$ cat config.mk
export PLATFORM = sky130hd
export DESIGN_NAME = uart_event_reporter_flat
export DESIGN_NICKNAME = d
export VERILOG_FILES = /design/src/rtl/uart_event_reporter_pkg.sv /design/src/rtl/uart_event_reporter_if.sv /design/src/rtl/uart_event_reporter_msg_rom.sv /design/src/rtl/uart_event_reporter.sv /design/src/flat_wrapper.sv
export SDC_FILE = /design/constraint.sdc
export NUM_CORES = 1
export LEC_CHECK = 0
export CORE_ASPECT_RATIO = 1.2
export CORE_MARGIN = 2
export CORE_UTILIZATION = 39
export CTS_CLUSTER_SIZE = 8
export DETAILED_ROUTE_END_ITERATION = 16
export GPL_TIMING_DRIVEN = 0
export PLACE_DENSITY_LB_ADDON = 0.12
export SYNTH_ARGS = -nofsm -noshare
export SYNTH_HDL_FRONTEND = slang
export SYNTH_SLANG_ARGS = --single-unit
$ cat constraint.sdc
create_clock -name CLK -period 3.1 [get_ports CLK]
set_input_delay 0.465 -clock CLK [delete_from_list [all_inputs] [get_ports CLK]]
set_output_delay 0.465 -clock CLK [all_outputs]
set_load 0.02 [all_outputs]
$ cat src/rtl/uart_event_reporter_pkg.sv
// Shared constants and types for the UART event reporter: FSM encodings,
// message selectors and the two fixed strings.
package uart_event_reporter_pkg;

  typedef enum logic [2:0] {
    ST_GUARD     = 3'd0,
    ST_LD_WEL    = 3'd1,
    ST_SEND_CHAR = 3'd2,
    ST_RDY_LOW   = 3'd3,
    ST_WAIT_RDY  = 3'd4,
    ST_IDLE      = 3'd5,
    ST_LD_BTN    = 3'd6
  } state_t;

  typedef enum logic {
    SEL_WEL = 1'b0,
    SEL_BTN = 1'b1
  } msg_sel_t;

  localparam int         WELCOME_LEN   = 31;
  localparam int         BTN_LEN       = 19;
  localparam logic [4:0] WELCOME_END   = 5'd31;
  localparam logic [4:0] BTN_END       = 5'd19;
  localparam logic [4:0] BTN_DIGIT_IDX = 5'd7;
  localparam logic [7:0] ASCII_0       = 8'h30;

  localparam logic [7:0] WELCOME_ROM [WELCOME_LEN] = '{
    8'h0A, 8'h0D,
    "A", "R", "T", "Y", " ", "G", "P", "I", "O", "/",
    "U", "A", "R", "T", " ", "D", "E", "M", "O", "!",
    " ", " ", " ", " ", " ", " ",
    8'h0A, 8'h0A, 8'h0D
  };

  // Byte 7 is unused here; the ROM substitutes the channel digit there.
  localparam logic [7:0] BTN_ROM [BTN_LEN] = '{
    "B", "u", "t", "t", "o", "n", " ", 8'h00,
    " ", "p", "r", "e", "s", "s", "e", "d", "!",
    8'h0A, 8'h0D
  };

endpackage

$ cat src/rtl/uart_event_reporter_if.sv
// Byte-level SEND/DATA/READY handshake between the reporter and the UART
// transmitter.
interface uart_event_reporter_if;
  logic       TX_SEND;
  logic [7:0] TX_DATA;
  logic       TX_READY;

  modport master (output TX_SEND, output TX_DATA, input TX_READY);
  modport slave  (input TX_SEND, input TX_DATA, output TX_READY);
endinterface

$ cat src/rtl/uart_event_reporter_msg_rom.sv
// Combinational message ROM: welcome and button strings, with the channel
// digit substituted into the button message.
module uart_msg_rom
  import uart_event_reporter_pkg::*;
#(
  parameter int CH_W = 2
) (
  input  msg_sel_t        sel,
  input  logic [4:0]      idx,
  input  logic [CH_W-1:0] ch,
  output logic [7:0]      data
);

  always_comb begin
    data = 8'h00;
    if (sel == SEL_WEL) begin
      if (idx < WELCOME_END) data = WELCOME_ROM[idx];
    end else begin
      if (idx == BTN_DIGIT_IDX)  data = ASCII_0 + 8'(ch);
      else if (idx < BTN_END)    data = BTN_ROM[idx];
    end
  end

endmodule

$ cat src/rtl/uart_event_reporter.sv
// Reports rising edges on debounced event inputs as UART text messages, after
// a power-up guard interval and a welcome string.
//
// state     | meaning
// GUARD     | power-up wait, counting guard_cnt up to GUARD_CYCLES
// LD_WEL    | load welcome string pointers
// SEND_CHAR | strobe TX_SEND with the current byte, advance idx
// RDY_LOW   | one-cycle gap while the transmitter drops READY
// WAIT_RDY  | wait for READY, then next byte or IDLE at string end
// IDLE      | pick next pending channel round-robin from rr_ptr
// LD_BTN    | clear the picked pending bit, load button string pointers
module uart_event_reporter
  import uart_event_reporter_pkg::*;
#(
  parameter int N_CH         = 4,
  parameter int CH_W         = 2,
  parameter int GUARD_CYCLES = 200000,
  parameter int GUARD_W      = 18
) (
  input  logic                   CLK,
  input  logic                   RST,
  input  logic [N_CH-1:0]        EVT_I,
  uart_event_reporter_if.master  tx,
  output logic                   BUSY,
  output logic [CH_W-1:0]        CUR_CH,
  output logic                   DROP_PULSE
);

  state_t             state;
  logic [GUARD_W-1:0] guard_cnt;
  msg_sel_t           sel;
  logic [4:0]         idx;
  logic [4:0]         end_idx;
  logic [N_CH-1:0]    evt_prev;
  logic [N_CH-1:0]    pending;
  logic [N_CH-1:0]    edge_v;
  logic [N_CH-1:0]    clr_mask;
  logic [N_CH-1:0]    pending_nxt;
  logic               drop_nxt;
  logic [CH_W-1:0]    rr_ptr;
  logic [CH_W-1:0]    pick_ch;
  logic               pick_vld;
  logic [CH_W-1:0]    rr_nxt;
  logic [CH_W-1:0]    cur_ch_q;
  logic               tx_send_q;
  logic [7:0]         tx_data_q;
  logic               drop_q;
  logic [7:0]         rom_byte;

  uart_msg_rom #(.CH_W(CH_W)) u_rom (
    .sel  (sel),
    .idx  (idx),
    .ch   (cur_ch_q),
    .data (rom_byte)
  );

  // A clear and a fresh edge on the same channel leave the bit set, so the
  // new press still gets its own message and is not counted as a drop.
  always_comb begin
    edge_v      = EVT_I & ~evt_prev;
    clr_mask    = (state == ST_LD_BTN) ? (N_CH'(1) << cur_ch_q) : '0;
    pending_nxt = (pending & ~clr_mask) | edge_v;
    drop_nxt    = |(edge_v & pending & ~clr_mask);
  end

  // Lowest set channel overall covers the wrap; lowest at/above rr_ptr overrides it.
  always_comb begin
    pick_vld = 1'b0;
    pick_ch  = '0;
    for (int j = N_CH - 1; j >= 0; j--) begin
      if (pending[j]) begin
        pick_vld = 1'b1;
        pick_ch  = CH_W'(j);
      end
    end
    for (int j = N_CH - 1; j >= 0; j--) begin
      if (pending[j] && (CH_W'(j) >= rr_ptr)) pick_ch = CH_W'(j);
    end
    rr_nxt = (pick_ch == CH_W'(N_CH - 1)) ? '0 : pick_ch + 1'b1;
  end

  always_ff @(posedge CLK) begin
    if (RST) begin
      state     <= ST_GUARD;
      guard_cnt <= '0;
      sel       <= SEL_WEL;
      idx       <= '0;
      end_idx   <= '0;
      evt_prev  <= EVT_I;
      pending   <= '0;
      rr_ptr    <= '0;
      cur_ch_q  <= '0;
      tx_send_q <= 1'b0;
      tx_data_q <= 8'h00;
      drop_q    <= 1'b0;
    end else begin
      evt_prev  <= EVT_I;
      pending   <= pending_nxt;
      drop_q    <= drop_nxt;
      tx_send_q <= 1'b0;
      case (state)
        ST_GUARD: begin
          if (guard_cnt == GUARD_W'(GUARD_CYCLES)) state <= ST_LD_WEL;
          else guard_cnt <= guard_cnt + 1'b1;
        end
        ST_LD_WEL: begin
          sel     <= SEL_WEL;
          idx     <= '0;
          end_idx <= WELCOME_END;
          state   <= ST_SEND_CHAR;
        end
        ST_SEND_CHAR: begin
          tx_send_q <= 1'b1;
          tx_data_q <= rom_byte;
          idx       <= idx + 5'd1;
          state     <= ST_RDY_LOW;
        end
        ST_RDY_LOW: state <= ST_WAIT_RDY;
        ST_WAIT_RDY: begin
          if (tx.TX_READY) state <= (idx == end_idx) ? ST_IDLE : ST_SEND_CHAR;
        end
        ST_IDLE: begin
          if (pick_vld) begin
            cur_ch_q <= pick_ch;
            rr_ptr   <= rr_nxt;
            state    <= ST_LD_BTN;
          end
        end
        ST_LD_BTN: begin
          sel     <= SEL_BTN;
          idx     <= '0;
          end_idx <= BTN_END;
          state   <= ST_SEND_CHAR;
        end
        default: begin
          state     <= ST_GUARD;
          guard_cnt <= '0;
        end
      endcase
    end
  end

  assign tx.TX_SEND = tx_send_q;
  assign tx.TX_DATA = tx_data_q;
  assign BUSY       = (state != ST_IDLE);
  assign CUR_CH     = cur_ch_q;
  assign DROP_PULSE = drop_q;

endmodule

$ cat src/flat_wrapper.sv
// flat-port wrapper written by rule: the top's interface ports become plain ports
module uart_event_reporter_flat import uart_event_reporter_pkg::*;
#(
  parameter int N_CH         = 4,
  parameter int CH_W         = 2,
  parameter int GUARD_CYCLES = 200000,
  parameter int GUARD_W      = 18
)
  (CLK, RST, EVT_I, BUSY, CUR_CH, DROP_PULSE, tx_TX_SEND, tx_TX_DATA, tx_TX_READY);
  uart_event_reporter_if tx_i ();
  input  logic CLK;
  input  logic RST;
  input  logic [N_CH-1:0] EVT_I;
  output logic BUSY;
  output logic [CH_W-1:0] CUR_CH;
  output logic DROP_PULSE;
  output wire logic [$bits(tx_i.TX_SEND)-1:0] tx_TX_SEND;
  output wire logic [$bits(tx_i.TX_DATA)-1:0] tx_TX_DATA;
  input wire logic [$bits(tx_i.TX_READY)-1:0] tx_TX_READY;
  assign tx_TX_SEND = tx_i.TX_SEND;
  assign tx_TX_DATA = tx_i.TX_DATA;
  assign tx_i.TX_READY = tx_TX_READY;
  uart_event_reporter #(.N_CH(N_CH), .CH_W(CH_W), .GUARD_CYCLES(GUARD_CYCLES), .GUARD_W(GUARD_W)) u_core (.CLK(CLK), .RST(RST), .EVT_I(EVT_I), .tx(tx_i), .BUSY(BUSY), .CUR_CH(CUR_CH), .DROP_PULSE(DROP_PULSE));
endmodule
==> impl_metrics.json <==
{
  "outcome": "complete, no violations",
  "vias_per_cell": 5.67,
  "synth_top_family_by_area": "compound AO/OA/AOI/OAI gates",
  "synthCells": 389,
  "synth-xor-area-share_pct": 2.58,
  "critPathKind": "register to register",
  "fin_cells": 506,
  "critical_path.top_delay_family": "compound AO/OA/AOI/OAI gates",
  "die_w_um": 84.8,
  "max_cap_violations": 0,
  "area_growth_pct": 12.5,
  "timing.final.max_slew_violations": 0,
  "p_leak_nw": 1.17,
  "fillers": 786,
  "ctsHoldBuffers": 0,
  "antenna_found_initial": 0,
  "drive_gt1_share_pct": 5.07,
  "cts_num_sinks": 50,
  "nNetsFinal": 436,
  "holdWs_ns": 0.473,
  "internal_power_uw": 848,
  "grt_use_total_pct": 18.9,
  "grt_pass1_vias": 2658,
  "clock_latency_ns": 0.31,
  "overflow": 0,
  "hold_violations": 0,
  "synth-edff-count": 0,
  "postCtsSetupBuffers": 0,
  "dp_cells": 498,
  "critical-path-max-stage-delay_ns": 0.61,
  "worst_ep_arrival_time_ns": 3.04,
  "root_buffer": "clkbuf_8",
  "top_layer_used": "met4",
  "num_rows": 35,
  "yosysWarningCount": 0,
  "io_buffers": 17,
  "die_h_um": 101,
  "synth_simple_gate_area_share_pct": 25.4,
  "syn_avg_cell_area_sq_um": 7.85,
  "cts_buffer_depth": 2,
  "min_period_over_period_pct": 89.9,
  "die_area_sq_um": 8560,
  "setup_viol": 0,
  "required_ns": 3.35,
  "combPwrFrac_pct": 5.4,
  "wl_met1_um": 3470,
  "wl_per_cell_um": 15.3,
  "p_clk_share_pct": 36.7,
  "wl_met3_um": 349,
  "regToRegSetupSlack_ns": 0.31,
  "slowest_stage": "dfxtp_1",
  "multi_input_comb_area_sq_um": 1880,
  "ys_seq_area_share_pct": 32.8,
  "finalWeightedCongestion": 0.952,
  "drc_errors": 0,
  "seqCellArea_sq_um": 1000,
  "cts_tree": "yes",
  "final_antenna_net_count": 0,
  "htree_levels": 2,
  "worstSetupStartpointType": "register",
  "synth.distinct_cells": 64,
  "fin_crit_ns": 2.79,
  "crit_buf_inv": 2,
  "totalWireLength_um": 7770,
  "antenna_cells": 0,
  "io_pins": 20,
  "vias": 2868,
  "hold_class": "register to register",
  "drt-pass1-iter-count": 5,
  "ys_seq_elements": 50,
  "max_clock_freq_ghz": 0.359,
  "synth.cell_area_sq_um": 3060,
  "cp_max_fo": 11,
  "ys.flop_type": "dfxtp_1",
  "finalSetupTns_ns": 0,
  "cts_made_buffers": 5,
  "synth.mux.area_fraction_pct": 1.02,
  "core-area_sq_um": 7660,
  "synth-compound-area-share_pct": 26.0,
  "max-vdd-ir-drop_uv": 221,
  "worstMarginPinSlew_ns": 0.732,
  "drt_iter0_markers": 118,
  "fin_skew_ns": 0.00812,
  "switching_share_pct": 25.7,
  "rsz0062_at_grt": "false",
  "end_kind": "register",
  "syn_nets": 412,
  "relSlewSlack_pct": 51.2,
  "power_density_nw_per_um2": 332,
  "p_sw_uw": 293,
  "route.met2.wl_um": 3830,
  "yosys.area_share.adder_pct": 6.55,
  "synthArstFlopShare_pct": 0,
  "grt_pass1_wl_um": 13100,
  "dp_hpwl_um": 5740,
  "grt_max_degree": 19,
  "pwr-share-seq_pct": 57.9,
  "start_util_pct": 39.9,
  "post_cts_resize_count": 0,
  "clk_pin_slew_ns": 0.10,
  "crit_chain": "clkbuf_1, inv_1, ha_1, or2_2, a21o_1, a21oi_1, a21bo_2, a31oi_1"
}
==> registers in the layout, indices dropped and copies added (netlist names) <==
| register | cells |
|---|---|
| u_core.guard_cnt | 18 |
| u_core.tx.TX_DATA | 7 |
| u_core.idx | 5 |
| u_core.evt_prev | 4 |
| u_core.pending | 4 |
| u_core.state | 3 |
| u_core.CUR_CH | 2 |
| u_core.end_idx | 2 |
| u_core.rr_ptr | 2 |
| u_core.DROP_PULSE | 1 |
| u_core.sel | 1 |
| u_core.tx.TX_SEND | 1 |
==> power by group through the flow <==
| stage | sequential [mW] | clock [mW] | combinational, mW |
|---|---|---|---|
| finish | 0.660 | 0.418 | 0.0621 |
| global placement | 0.675 | 0 | 0.0620 |
| detailed placement | 0.675 | 0 | 0.0632 |
| global route | 0.662 | 0.461 | 0.0714 |
| CTS | 0.660 | 0.434 | 0.0635 |
| floorplan | 0.674 | 0 | 0.0414 |
==> final timing paths <==
kind,startpoint,end,depth (start not counted)
worst max-delay path,u_core.idx[1]$_SDFFE_PP0P_,u_core.tx.TX_DATA[6]$_SDFFE_PP0P_,8
worst min-delay path,u_core.tx.TX_DATA[5]$_SDFFE_PP0P_,u_core.tx.TX_DATA[5]$_SDFFE_PP0P_,2
worst max register to register,u_core.idx[1]$_SDFFE_PP0P_,u_core.tx.TX_DATA[6]$_SDFFE_PP0P_,8
worst min register to register,u_core.tx.TX_DATA[5]$_SDFFE_PP0P_,u_core.tx.TX_DATA[5]$_SDFFE_PP0P_,2
==> metal layers <==
metal / vias to the layer above / GRT usage (%)
li1: 1456 / -
met1: 1336 / 24.4
met2: 67 / 32.7
met3: 9 / 2.78
met4: 0 / 5.62
met5: - / 0
==> layout make-up <==
class	count	share of cell area, %
sequential	50	29.1
tap	92	3.35
buffer	28	3.46
clock inverter	3	0.837
multi-input combinational	297	54.8
inverter	14	1.53
clock buffer	5	2.00
timing repair buffer	17	4.95
==> kinds of logic (layout without fill, tap and decap cells) <==
kind of cell,after synthesis,count (layout)
buffers and inverters,42,67
AND/OR/NAND/NOR,151,151
multiplexers,3,3
AO/OA/AOI/OAI,117,117
flip-flops,50,50
other,1,1
XOR/XNOR,9,9
adder cells (fa/ha/maj),16,16
==> per-stage QoR <==
stage               power [mW]  utilization, %  setup WS [ns]  area (sq um)
finish                    1.14            44.9          0.313          3440
global route              1.19            44.9          0.171          3440
CTS                       1.16            44.9          0.364          3440
detailed placement       0.738            43.6          0.381          3340
global placement         0.737            43.6          0.333          3340
floorplan                0.716               -          0.930          3060
==> cells in the final DEF (no fill, tap or decap), types with 3 or more instances in the layout <==
cell type / count
o21ai_0: 30
nor3b_1: 3
nor4_1: 4
clkdlybuf4s50_1: 17
nand2_1: 39
nand3_1: 16
ha_1: 16
o2111ai_1: 4
inv_1: 13
a311oi_1: 4
dfxtp_1: 50
and3_1: 8
o211ai_1: 9
a211oi_1: 4
clkbuf_8: 5
xor2_1: 7
nor3_1: 8
o21a_1: 3
nand2b_1: 11
or3_1: 8
nand4_1: 4
nor2b_1: 4
a21oi_1: 34
and2_1: 3
nor2_1: 30
a31oi_1: 3
clkbuf_1: 23
==> tightest hold or removal path, delay by kind of cell, from the launching register on <==
kind | cells | cell delay, ns
AND/OR/NAND/NOR | 1 | 0.05
AO/OA/AOI/OAI | 1 | 0.06
flip-flops | 1 | 0.32
==> cells in the mapped netlist (2+ instances only) <==
library cell / number / area [sq um]
dfxtp_1: 50 / 1000
nand2_1: 39 / 146
a21oi_1: 34 / 170
nor2_1: 30 / 113
o21ai_0: 30 / 150
clkbuf_1: 23 / 86.3
ha_1: 16 / 200
nand3_1: 16 / 80.1
inv_1: 13 / 48.8
nand2b_1: 11 / 68.8
o211ai_1: 9 / 67.6
and3_1: 8 / 50.1
nor3_1: 8 / 40.0
or3_1: 8 / 50.1
xor2_1: 7 / 61.3
a211oi_1: 4 / 30.0
a311oi_1: 4 / 35.0
nand4_1: 4 / 25.0
nor2b_1: 4 / 25.0
nor4_1: 4 / 25.0
o2111ai_1: 4 / 35.0
a31oi_1: 3 / 18.8
and2_1: 3 / 18.8
nor3b_1: 3 / 22.5
o21a_1: 3 / 22.5
a2111oi_4: 2 / 55.1
a211o_1: 2 / 17.5
a22oi_1: 2 / 15.0
buf_2: 2 / 10.0
mux2i_1: 2 / 20.0
nand3b_1: 2 / 15.0
nor4b_1: 2 / 17.5
o211a_1: 2 / 20.0
o22a_1: 2 / 17.5
o22ai_1: 2 / 12.5
or2_2: 2 / 12.5
xnor2_1: 2 / 17.5
Power figures use the tool's default switching activity.
